[src/rtl/gb_host_bridge.sv]
// gb_host_bridge: single-outstanding ghostbus master with valid/ready command and response streams.
module gb_host_bridge #(
    parameter int AW = 24,
    parameter int DW = 32,
    parameter int RD = 8,
    parameter int POSTED_WRITES = 0
) (
    input  logic          gb_clk,
    input  logic          gb_rst_n,
    input  logic          cmd_valid,
    output logic          cmd_ready,
    input  logic          cmd_write,
    input  logic [AW-1:0] cmd_addr,
    input  logic [DW-1:0] cmd_wdata,
    output logic          resp_valid,
    input  logic          resp_ready,
    output logic          resp_write,
    output logic [DW-1:0] resp_rdata,
    output logic [AW-1:0] gb_addr,
    output logic [DW-1:0] gb_wdata,
    output logic          gb_wen,
    output logic          gb_rstb,
    input  logic [DW-1:0] gb_rdata,
    output logic [15:0]   txn_count
);
    typedef enum logic [1:0] {IDLE, STROBE, RWAIT, RESP} state_t;
    state_t     r_state;
    logic       r_write;
    logic [7:0] r_cnt;
    assign cmd_ready = (r_state == IDLE);
    always_ff @(posedge gb_clk or negedge gb_rst_n) begin
        if (!gb_rst_n) begin
            r_state    <= IDLE;
            r_write    <= 1'b0;
            r_cnt      <= 8'd0;
            resp_valid <= 1'b0;
            resp_write <= 1'b0;
            resp_rdata <= '0;
            gb_addr    <= '0;
            gb_wdata   <= '0;
            gb_wen     <= 1'b0;
            gb_rstb    <= 1'b0;
            txn_count  <= 16'd0;
        end else begin
            gb_wen  <= 1'b0;
            gb_rstb <= 1'b0;
            case (r_state)
                IDLE: if (cmd_valid) begin
                    gb_addr  <= cmd_addr;
                    gb_wdata <= cmd_wdata;
                    r_write  <= cmd_write;
                    gb_wen   <= cmd_write;
                    gb_rstb  <= !cmd_write;
                    r_state  <= STROBE;
                end
                STROBE: begin
                    txn_count <= txn_count + 16'd1;
                    if (!r_write) begin
                        r_cnt   <= 8'(RD - 1);
                        r_state <= RWAIT;
                    end else if (POSTED_WRITES != 0) begin
                        r_state <= IDLE;
                    end else begin
                        resp_rdata <= '0;
                        resp_write <= 1'b1;
                        resp_valid <= 1'b1;
                        r_state    <= RESP;
                    end
                end
                // r_cnt reaches 0 in the cycle gb_rdata is due, RD cycles after the strobe
                RWAIT: if (r_cnt == 8'd0) begin
                    resp_rdata <= gb_rdata;
                    resp_write <= 1'b0;
                    resp_valid <= 1'b1;
                    r_state    <= RESP;
                end else begin
                    r_cnt <= r_cnt - 8'd1;
                end
                RESP: if (resp_ready) begin
                    resp_valid <= 1'b0;
                    r_state    <= IDLE;
                end
                default: r_state <= IDLE;
            endcase
        end
    end
endmodule

[config.mk]
export PLATFORM = sky130hd
export DESIGN_NAME = gb_host_bridge
export DESIGN_NICKNAME = d
export VERILOG_FILES = /design/src/rtl/gb_host_bridge.sv
export SDC_FILE = /design/constraint.sdc
export NUM_CORES = 1
export LEC_CHECK = 0
export CAP_MARGIN = 10
export CELL_PAD_IN_SITES_DETAIL_PLACEMENT = 0
export CELL_PAD_IN_SITES_GLOBAL_PLACEMENT = 1
export CORE_UTILIZATION = 35
export CTS_CLUSTER_DIAMETER = 150
export DETAILED_ROUTE_END_ITERATION = 12
export PLACE_DENSITY = 0.86
export SLEW_MARGIN = 20
export SYNTH_ARGS = -nofsm -noshare
export SYNTH_HDL_FRONTEND = slang
export SYNTH_SLANG_ARGS = --single-unit
[constraint.sdc]
create_clock -name gb_clk -period 3.3 [get_ports gb_clk]
set_clock_uncertainty 0.15 [all_clocks]
set_input_delay 0.99 -clock gb_clk [delete_from_list [all_inputs] [get_ports gb_clk]]
set_output_delay 0.99 -clock gb_clk [all_outputs]
set_load 0.02 [all_outputs]
==> results.ini <==
[critical_path]
slowest_delay_ns=0.67
path_cells=inv_1 -> ha_1 -> clkdlybuf4s50_1
critPathTopFamily=buffers and inverters
arrival_ns=1.90
slowest_stage=clkdlybuf4s50_1
crit_buf_inv=2
path_class=flop to output pin
critPathRequiredTime_ns=2.16
crit_path_start_kind=flop
setup.worst_path.end_class=output pin
crit_path_max_fanout=7

[power]
p_sw_share_pct=33.6
design_power_total_mw=7.77
clockPowerShare_pct=25.6
ir_drop_mv=0.593
p_sw_mw=2.61
p_int_mw=5.16
pwr-share-comb_pct=42.8
power_density_nw_per_um2=1000
seq_power_share_pct=31.6
p_leak_nw=3.32

[yosys]
synth_compound_area_share_pct=7.07
syn_avg_cell_area_um2=12.2
muxShareOfSynthArea_pct=13.6
synth_ff_type=dfrtp_1
netlist_area_um2=4880
synth_fp_nets=499
synth_top_family_by_area=multiplexers
synthXorXnorAreaFrac_pct=3.23
ys.warnings.count=0
synthAdderAreaFrac_pct=1.79
synth_seq_cells=119
synth-seq-area-share_pct=61.0
async_flop_share_pct=100
ys_types=43
synth_edf_count=0
yosys.area_share.simple_pct=10.9
syn_inst=399

[clock_network]
cts.reportedPaths.clkPinSlew_ns=0.05
holdBufCountCts=0
cts_tree=yes
h-tree-depth=4
cts_setup_buffers=0
clockBufferDepth=2
numCtsBuffers=17
ctsResizeCount=0
clk_latency_ns=0.40
clock-sinks=119
root_buffer=clkbuf_16

[placed_design]
place_area_um2=7100
io_buffers=201
pre_cts_slack_ns=0.687
place_hpwl_um=8710
place_congestion=0.781

[sta]
setup_viol=0
slew_violations=0
rsz0062_at_grt=false
tns_ns=0
hold_viol_final=0
finalWorstPathRequiredPeriod_ns=3.04
fin_crit_sh_pct=92.0
layout_setup_ws_ns=0.263
worst_pin_slew_ns=0.604
fmax_ghz=0.329
max-slew-margin-rel_pct=59.7
hold_ws_ns=0.318

[detailed_routing]
vias=3818
routedWlPerCell_um=15.2
antenna_left=0
drc=0
vias_per_cell=4.80
dr.pass1.iters=4
drtIter0Drc=221
drt-total-wl_um=12100

[run_status]
status=finished, final reports clean

[finish]
fin_nets=707
multi_input_comb_area_um2=1790
antenna_cells=0
seq_area_um2=2980
layout.cells.most_common_list=clkdlybuf4s50_1, dfrtp_1, nand2_1
layout_commonest_cell=clkdlybuf4s50_1
drive_gt1_share_pct=17.1
final_area_um2=7750
fill_cells=1086
areaGrowthSynthToFinish_pct=58.7

[grt]
gr-total-overflow=0
antenna_found_initial=0
grt_usage_pct=17.7
grt_pass1_wl_um=19500
grt_pass1_vias=3927
grt_start_max_net_pins=63

[job]
max_cap_viol_count=0

[floorplan]
die_height_um=120
initial_core_util_pct=36.5
rows=42
ios=202
core_um2=13400
dieArea_um2=14400
dieWidth_um=120

[worst_hold_path]
hold_path.class=flop to flop

## power by group through the flow
| stage | Combinational (mW) | Sequential (mW) | Clock (mW) |
|---|---|---|---|
| floorplan | 0.974 | 3.17 | 0 |
| global placement | 3.29 | 2.43 | 0 |
| detailed placement | 3.35 | 2.47 | 0 |
| CTS | 3.36 | 2.46 | 2.04 |
| global route | 3.55 | 2.54 | 2.11 |
| finish | 3.33 | 2.46 | 1.99 |
## Yosys cell counts (all sizes together) (2+ instances only)
| cell | count | share of area (%) |
|---|---|---|
| a2111oi | 2 | 0.36 |
| a21oi | 2 | 0.20 |
| a22o | 2 | 0.36 |
| a22oi | 2 | 0.31 |
| and3 | 6 | 0.77 |
| and4 | 2 | 0.36 |
| buf | 7 | 0.79 |
| clkbuf | 13 | 1.1 |
| dfrtp | 119 | 61 |
| ha | 7 | 1.8 |
| inv | 8 | 0.61 |
| mux2 | 59 | 14 |
| nand2 | 70 | 5.4 |
| nand2b | 2 | 0.41 |
| nand3 | 6 | 0.61 |
| nand3b | 2 | 0.31 |
| nand4 | 4 | 0.51 |
| nor2 | 8 | 0.61 |
| nor3 | 2 | 0.20 |
| nor4b | 2 | 0.67 |
| o2111ai | 2 | 0.36 |
| o211ai | 4 | 0.61 |
| o21ai | 37 | 3.8 |
| or4 | 2 | 0.31 |
| xnor2 | 13 | 2.3 |
| xor2 | 5 | 0.90 |
## final cells by class
cell class,instances,area share (%)
flip-flops and latches,119,38.4
repair buffers,209,26.9
multi-input cells,252,23.1
clock buffers,24,6.60
well taps,176,2.84
clock inverters,8,1.81
inverters,8,0.387
## worst reg2reg max path: cells and delay by family (launching register included)
family | cells | cell delay [ns]
simple gates | 2 | 1.03
compound gates | 1 | 0.23
buf+inv | 1 | 0.47
flops | 1 | 0.43
## cells by family (layout without fill, tap and decap cells)
group	Yosys count	in the layout
adders and majority gates	7	7
and+or+nand+nor	111	111
DFF	119	119
AOI/OAI and AO/OA	57	57
muxes	59	59
buffers and inverters	28	249
xor gates and xnor gates	18	18
## sequential cells by signal, indices dropped and copies added (netlist names)
signal      cells
gb_wdata       32
r_state         2
txn_count      16
resp_rdata     32
gb_rstb         1
gb_addr        24
resp_valid      1
r_write         1
gb_wen          1
resp_write      1
r_cnt           8
## final timing paths
kind / cells after the start / to / slack, ns / from
worst max-delay path: 3 / cmd_ready / 0.26 / r_state[0]
worst min-delay path: 1 / txn_count[15] / 0.32 / txn_count[15]
worst max register to register: 4 / resp_rdata[6] / 0.84 / r_cnt[4]
worst min register to register: 1 / txn_count[15] / 0.32 / txn_count[15]
max in group asynchronous: 2 / gb_addr[16] / 2.04 / gb_rst_n
min in group asynchronous: 1 / txn_count[11] / 0.33 / gb_rst_n
## per-layer routing
metal	routed length [um]	up-vias	share of wire, %	track usage [%]
met2	5660	175	47	26.7
met1	5070	1821	42	22.0
met3	1080	23	8.9	6.94
met4	276	0	2.3	8.44
met5	0	-	0	0
li1	-	1799	-	-
## per-stage QoR
| stage | instances | utilization, % |
|---|---|---|
| global route | 796 | 57.8 |
| finish | 796 | 57.8 |
| detailed placement | 764 | 53.0 |
| floorplan | 399 | - |
| CTS | 796 | 57.8 |
| global placement | 764 | 53.0 |
(Power assumes the default switching activity.)
